[src/rtl/as13_trace_fifo_if.sv]
// as13_trace_fifo_if: valid/ready read channel carrying {ts, y} trace entries
interface as13_trace_fifo_if #(
   parameter int W = 25,
   parameter int TS_W = 8
);
   logic rd_valid;
   logic rd_ready;
   logic [TS_W+W-1:0] rd_data;
   modport master(output rd_valid, rd_data, input rd_ready);
   modport slave(input rd_valid, rd_data, output rd_ready);
endinterface

[src/rtl/as13_trace_fifo.sv]
// as13_trace_fifo: change-triggered timestamped capture of as13 outputs into a FWFT FIFO
module as13_trace_fifo #(
   parameter int W = 25,
   parameter int TS_W = 8,
   parameter int DEPTH = 8
) (
   input  logic clk,
   input  logic rst,
   input  logic en,
   input  logic clear,
   input  logic [W-1:0] y_in,
   as13_trace_fifo_if.master rd,
   output logic [$clog2(DEPTH):0] count,
   output logic overflow,
   output logic [7:0] drop_cnt
);
   localparam int AW = $clog2(DEPTH);
   logic [TS_W+W-1:0] mem [DEPTH];
   logic [AW-1:0] rd_ptr, wr_ptr, rd_ptr_n;
   logic [TS_W-1:0] ts;
   logic [W-1:0] last_y;
   logic prime, push, pop, full, accept, drop;
   logic [AW:0] count_n;
   logic [TS_W+W-1:0] word, head_n;
   assign rd.rd_valid = count != '0;
   // the head register is reloaded from the pushed word when that word lands at the new head slot
   always_comb begin
      word = {ts, y_in};
      push = en && (prime || y_in != last_y);
      pop = rd.rd_valid && rd.rd_ready;
      full = count == (AW+1)'(DEPTH);
      accept = push && (!full || pop);
      drop = push && full && !pop;
      rd_ptr_n = rd_ptr + AW'(pop);
      count_n = count + (AW+1)'(accept) - (AW+1)'(pop);
      head_n = (accept && rd_ptr_n == wr_ptr) ? word : mem[rd_ptr_n];
   end
   always_ff @(posedge clk or posedge rst)
      if (rst) begin
         rd_ptr <= '0;
         wr_ptr <= '0;
         count <= '0;
         ts <= '0;
         last_y <= '0;
         prime <= 1'b1;
         overflow <= 1'b0;
         drop_cnt <= '0;
         rd.rd_data <= '0;
      end else if (clear) begin
         rd_ptr <= '0;
         wr_ptr <= '0;
         count <= '0;
         ts <= '0;
         prime <= 1'b1;
         overflow <= 1'b0;
         drop_cnt <= '0;
      end else begin
         rd_ptr <= rd_ptr_n;
         wr_ptr <= wr_ptr + AW'(accept);
         count <= count_n;
         if (en) begin
            ts <= ts + 1'b1;
            last_y <= y_in;
         end
         prime <= !en;
         overflow <= overflow | drop;
         drop_cnt <= drop_cnt + 8'(drop && drop_cnt != 8'hFF);
         if (count_n != '0) rd.rd_data <= head_n;
      end
   always_ff @(posedge clk)
      if (!rst && !clear && accept) mem[wr_ptr] <= word;
endmodule

[src/flat_wrapper.sv]
// flat-port wrapper written by rule: the top's interface ports become plain ports
module as13_trace_fifo_flat 
#(
   parameter int W = 25,
   parameter int TS_W = 8,
   parameter int DEPTH = 8
)
  (clk, rst, en, clear, y_in, count, overflow, drop_cnt, rd_rd_valid, rd_rd_data, rd_rd_ready);
  as13_trace_fifo_if #(.W(W), .TS_W(TS_W)) rd_i ();
  input  logic clk;
  input  logic rst;
  input  logic en;
  input  logic clear;
  input  logic [W-1:0] y_in;
  output logic [$clog2(DEPTH):0] count;
  output logic overflow;
  output logic [7:0] drop_cnt;
  output wire logic [$bits(rd_i.rd_valid)-1:0] rd_rd_valid;
  output wire logic [$bits(rd_i.rd_data)-1:0] rd_rd_data;
  input wire logic [$bits(rd_i.rd_ready)-1:0] rd_rd_ready;
  assign rd_rd_valid = rd_i.rd_valid;
  assign rd_rd_data = rd_i.rd_data;
  assign rd_i.rd_ready = rd_rd_ready;
  as13_trace_fifo #(.W(W), .TS_W(TS_W), .DEPTH(DEPTH)) u_core (.clk(clk), .rst(rst), .en(en), .clear(clear), .y_in(y_in), .rd(rd_i), .count(count), .overflow(overflow), .drop_cnt(drop_cnt));
endmodule
[config.mk]
export PLATFORM = sky130hd
export DESIGN_NAME = as13_trace_fifo_flat
export DESIGN_NICKNAME = d
export VERILOG_FILES = /design/src/rtl/as13_trace_fifo_if.sv /design/src/rtl/as13_trace_fifo.sv /design/src/flat_wrapper.sv
export SDC_FILE = /design/constraint.sdc
export NUM_CORES = 1
export LEC_CHECK = 0
export CORE_ASPECT_RATIO = 0.8
export CORE_MARGIN = 10
export CORE_UTILIZATION = 59
export DETAILED_ROUTE_END_ITERATION = 6
export GPL_ROUTABILITY_DRIVEN = 1
export GPL_TIMING_DRIVEN = 0
export PLACE_DENSITY = 0.79
export REMOVE_ABC_BUFFERS = 1
export SYNTH_ARGS = -nofsm -noshare
export SYNTH_HDL_FRONTEND = slang
export SYNTH_SLANG_ARGS = --single-unit
[constraint.sdc]
create_clock -name clk -period 5.3 [get_ports clk]
set_clock_uncertainty 0.15 [all_clocks]
set_input_delay 1.325 -clock clk [delete_from_list [all_inputs] [get_ports clk]]
set_output_delay 1.325 -clock clk [all_outputs]
set_load 0.05 [all_outputs]
# Yosys cells after proc, flatten, opt, wreduce, memory -nomap -nowiden
# Memories as Yosys holds them, arrays and structs flattened.
# Index checks and enable logic that the tools add are counted.
# Widths: inputs -> output; s select.
[word_totals]
ram_bits = 264
in_bits = 30
mem_count = 1
ff_bits = 86
[classes]
n_mux = 11
n_eq_ne = 4
reduce_logical = 21
n_addsub = 6
bitwise = 2
[mem_list]
columns = ["memory", "depth", "word_bits", "rd", "rd_clocked_by_memory_dff", "write_ports", "line_no", "text"]
rows = [
  ["u_core.mem", 8, 33, 1, 0, 1, "as13_trace_fifo.sv:18", "logic [TS_W+W-1:0] mem [DEPTH];"],
]
[op_table]
columns = ["cell", "count"]
rows = [
  ["$mux 33", 1],
  ["$ne 25x25->1", 1],
  ["$mux 8", 3],
  ["$logic_and 1x1->1", 9],
  ["$add 8x1->8", 1],
  ["$add 8x1->8 const B", 1],
  ["$ne 8x8->1 const B", 1],
  ["$reduce_bool 4->1", 2],
  ["$add 3x1->3", 2],
  ["$mux 3", 2],
  ["$logic_not 1->1", 5],
  ["$add 4x1->4", 1],
  ["$eq 4x4->1 const B", 1],
  ["$mux 1", 4],
  ["$mux 4", 1],
  ["$reduce_and 2->1", 2],
  ["$sub 4x1->4", 1],
  ["$eq 3x3->1", 1],
  ["$logic_or 1x1->1", 2],
  ["$reduce_bool 2->1", 1],
  ["$not 1->1", 1],
  ["$or 1x1->1", 1],
]

# Logic depth before layout (Yosys ltp)
[depth]
ltp_word = 8
ltp_mapped = 15

# Worst setup path after synthesis
# Ideal clock, no wire load.
[synth_timing]
kind = "input port to flip-flop"
from = "in y_in[23]"
to = "mem u_core.mem[1][0] in the netlist's numbering (enable)"
arrival_ns = 4.281
path_stages = 6
path_slack_ns = 0.404
path_cell_list = "xor2_1 nor4_1 nand4_1 or2_2 nand4_1 nor3_1"
[synth_via]
elab_chain_cells = 7
[synth_lines]
columns = ["element", "line_no", "text"]
rows = [
  ["start, declared", "flat_wrapper.sv:14", "input logic [W-1:0] y_in;"],
  ["$ne 25x25->1", "as13_trace_fifo.sv:29", "push = en && (prime || y_in != last_y);"],
  ["$logic_or 1x1->1", "as13_trace_fifo.sv:29", ""],
  ["$logic_and 1x1->1", "as13_trace_fifo.sv:29", ""],
  ["$logic_and 1x1->1", "as13_trace_fifo.sv:32", "accept = push && (!full || pop);"],
  ["$logic_and 1x1->1", "as13_trace_fifo.sv:71", "if (!rst && !clear && accept) mem[wr_ptr] <= word;"],
  ["$mux 1", "as13_trace_fifo.sv:71", ""],
  ["$mux 1 (not written as such)", "as13_trace_fifo.sv:71", ""],
  ["end, declared", "as13_trace_fifo.sv:18", ""],
]
# No other way between the ends.

# Final worst setup path
[layout_timing]
from = "in y_in[2]"
to = "reg u_core.rd.rd_data[6]"
[layout_via]
elab_chain_cells = 8
[layout_lines]
columns = ["element", "line_no", "text"]
rows = [
  ["$ne 25x25->1 (*)", "as13_trace_fifo.sv:29", ""],
  ["$logic_or 1x1->1 (*)", "as13_trace_fifo.sv:29", ""],
  ["$logic_and 1x1->1 (*)", "as13_trace_fifo.sv:29", ""],
  ["$logic_and 1x1->1 (*)", "as13_trace_fifo.sv:32", ""],
  ["$add 4x1->4", "as13_trace_fifo.sv:35", "count_n = count + (AW+1)'(accept) - (AW+1)'(pop);"],
  ["$sub 4x1->4", "as13_trace_fifo.sv:35", ""],
  ["$reduce_bool 4->1", "as13_trace_fifo.sv:68", "if (count_n != '0) rd.rd_data <= head_n;"],
  ["$reduce_and 2->1 (no source line)", "-", ""],
  ["end signal, assigned", "as13_trace_fifo.sv:68", ""],
  ["end, declared", "as13_trace_fifo_if.sv:9", "modport master(output rd_valid, rd_data, input rd_ready);"],
]
# Every way passes the cells marked *; elsewhere a longest branch is shown, timed or not.
# A chain may end at the register's enable or synchronous reset.

==> results.py <==
metrics = {
    "outcome": {
        "status": "completed",
    },
    "synth": {
        "ys.flop_type": "edfxtp_1",
        "synth_seq_area_share_pct": 71.4,
        "ys_ff_latch": 350,
        "netlist_area_um2": 14100,
        "synth_cell_types": 38,
        "synth.avg_cell_area_um2": 18.5,
        "synth_edf_count": 264,
        "synthArstFlopShare_pct": 24.6,
        "yosysWarnings": 0,
        "netlist_instances": 763,
    },
    "timing": {
        "hold_viol_final": 0,
        "rsz0062_at_grt": "no",
        "setup_viol": 0,
        "layout_setup_ws_ns": 0.305,
        "slew_headroom_pct": 12.7,
        "slew_viol_final": 0,
        "period_needed_ns": 5.00,
        "timing.hold.ws_ns": 0.336,
        "tightest_slew_ns": 1.30,
        "fmax_mhz": 200,
        "timing.final.crit_share_pct": 94.3,
    },
    "floorplanning": {
        "core_area_um2": 23500,
        "start_util_pct": 60.2,
        "die_w_um": 193,
        "fp.dieH_um": 158,
        "io_pins": 77,
        "dieArea_um2": 30600,
        "rows": 50,
    },
    "drt": {
        "routedWlPerCell_um": 24.9,
        "vias": 7268,
        "ant_nets": 0,
        "first_pass_iters": 4,
        "routed_wl_mm": 29.9,
        "drtIter0Drc": 554,
        "drc": 0,
        "via_per_inst": 6.06,
    },
    "placement": {
        "portBuffers": 76,
        "dpl_cell_area_um2": 15600,
        "place_hpwl_mm": 17.5,
        "dp_slack_ns": -0.512,
        "place_congestion": 0.726,
    },
    "critical_path": {
        "cp.arrival_ns": 5.27,
        "end_kind": "flop",
        "required_ns": 5.57,
        "start_kind": "primary input",
        "crit_type": "primary input to flop",
        "cp_max_fo": 42,
    },
    "power_and_ir_drop": {
        "power.density_nw_per_um2": 527,
        "ir_drop_mv": 0.563,
        "p_leak_nw": 6.04,
    },
    "clock_tree": {
        "cts_hold_buf": 0,
        "clk_pin_slew_ns": 0.06,
        "cts_root_buffer": "clkbuf_16",
        "cts_inserted_buffers": 34,
        "clk_path_buf_depth": 3,
        "htree_levels": 2,
        "clk-insertion-delay-late_ns": 0.51,
        "cts_tree": "yes",
        "clock-sinks": 350,
    },
    "global_routing": {
        "overflow": 0,
        "grt_pass1_vias": 7701,
        "grt_pass1_wl_mm": 45.1,
        "grt_max_degree": 63,
        "antenna_found_initial": 0,
        "grtUsageTotal_pct": 19.5,
    },
    "cells_and_area": {
        "nFillCells": 1386,
        "drive_above_1_share_pct": 25.1,
        "fin_area_um2": 16800,
        "antennaDiodeCount": 0,
        "fin_nets": 906,
        "multi_input_comb_area_um2": 3940,
        "regArea_um2": 10100,
        "area_growth_pct": 18.9,
    },
    "min_path": {
        "hold_path.class": "flop to flop",
    },
    "run": {
        "cap_violations": 0,
    },
}
registers in the layout, summed over array words and instances (netlist names), 3 cells and up:
register	count
u_core.last_y	25
u_core.rd_ptr	3
u_core.drop_cnt	8
u_core.ts	8
u_core.rd.rd_data	33
u_core.count	4
u_core.wr_ptr	3
u_core.mem	264
synthesized netlist by cell type, types with 7 or more instances:
cell | instances | area, um2
xor2_1 | 37 | 324
mux2_2 | 58 | 653
clkbuf_1 | 20 | 75.1
ha_1 | 13 | 163
mux2i_1 | 34 | 340
nor2b_1 | 8 | 50.1
edfxtp_1 | 264 | 7930
dfrtp_1 | 85 | 2130
nor2_1 | 26 | 97.6
nand3_1 | 7 | 35.0
o21ai_1 | 30 | 150
mux4_2 | 66 | 1490
nand2_1 | 39 | 146
inv_1 | 11 | 41.3
worst max-delay path, stage by stage:
cell,delay [ns]
clkdlybuf4s50_1,0.59
xor2_1,0.23
nor4_2,0.46
nand4_1,0.30
or2_2,0.41
nand2_1,0.08
nor2_1,0.07
ha_1,0.22
fa_1,0.42
xnor2_2,0.40
a41o_4,0.30
buf_12,0.23
nand2_1,0.09
o21ai_1,0.09
logic make-up after synthesis:
family / after synthesis / share of synthesized area [%]
flops: 350 / 71.4
mux: 158 / 17.6
simple gates: 107 / 3.56
buf+inv: 48 / 1.73
compound gates: 43 / 1.72
xor+xnor: 43 / 2.72
fa+ha+maj: 14 / 1.29
stage by stage:
| step | power, W | utilization [%] | TNS, ns | cells |
|---|---|---|---|---|
| after floorplan | 0.00550 | - | -14.05 | 726 |
| after global placement | 0.00627 | 64.2 | -513.99 | 1114 |
| after detailed placement | 0.00634 | 66.4 | -12.29 | 1136 |
| after CTS | 0.00883 | 71.3 | 0 | 1197 |
| after global routing | 0.00924 | 71.5 | 0 | 1199 |
| final | 0.00885 | 71.5 | 0 | 1199 |
where the power goes:
part	switching, W	internal [W]
logic	0.00170	0.00140
clock network	0.000989	0.00147
registers	0.000126	0.00316
path summary, 6_finish.rpt:
kind / start / endpoint / slack, ns / cells past startpoint
min reg2reg: u_core.rd.rd_data[29] / u_core.rd.rd_data[29] / 0.34 / 2
min in group asynchronous: rst / u_core.rd_ptr[0] / 1.05 / 2
min: u_core.rd.rd_data[29] / u_core.rd.rd_data[29] / 0.34 / 2
max in group asynchronous: rst / u_core.prime / 3.27 / 3
max reg2reg: u_core.last_y[2] / u_core.rd.rd_data[6] / 1.39 / 13
max: y_in[2] / u_core.rd.rd_data[6] / 0.30 / 14
timing repair:
item / in CTS / in global routing
pin swaps: 0 / 3
gates cloned: 0 / 1
setup endpoints to repair: 21 / 21
gates resized for setup: 2 / 5
buffers inserted: 0 / 1
layer usage:
metal / track usage, % / up-vias / wire [um]
li1: - / 3163 / -
met1: 27.2 / 3816 / 12900
met2: 31.0 / 236 / 14500
met3: 3.98 / 53 / 1880
met4: 5.30 / 0 / 545
met5: 0 / - / 0
cell usage in the layout, fill, tap and decap left out, types with 8 or more instances in the layout:
cell | Yosys | layout
o21ai_1 | 30 | 30
buf_12 | 0 | 9
mux4_2 | 66 | 66
clkdlybuf4s50_1 | 0 | 75
nand2_1 | 39 | 39
mux2_2 | 58 | 58
edfxtp_1 | 264 | 264
inv_1 | 11 | 10
buf_6 | 3 | 8
nor2_1 | 26 | 20
dfrtp_1 | 85 | 85
mux2i_1 | 34 | 34
clkbuf_16 | 0 | 35
ha_1 | 13 | 11
xor2_1 | 37 | 37
layout make-up:
cell class	instances	share of cell area, %
Sequential cell	350	60.1
Multi-Input combinational cell	366	23.5
Timing Repair Buffer	99	7.02
Clock buffer	46	5.70
Tap cell	312	2.33
Clock inverter	15	1.13
Inverter	11	0.261
(Power assumes the default switching activity.)
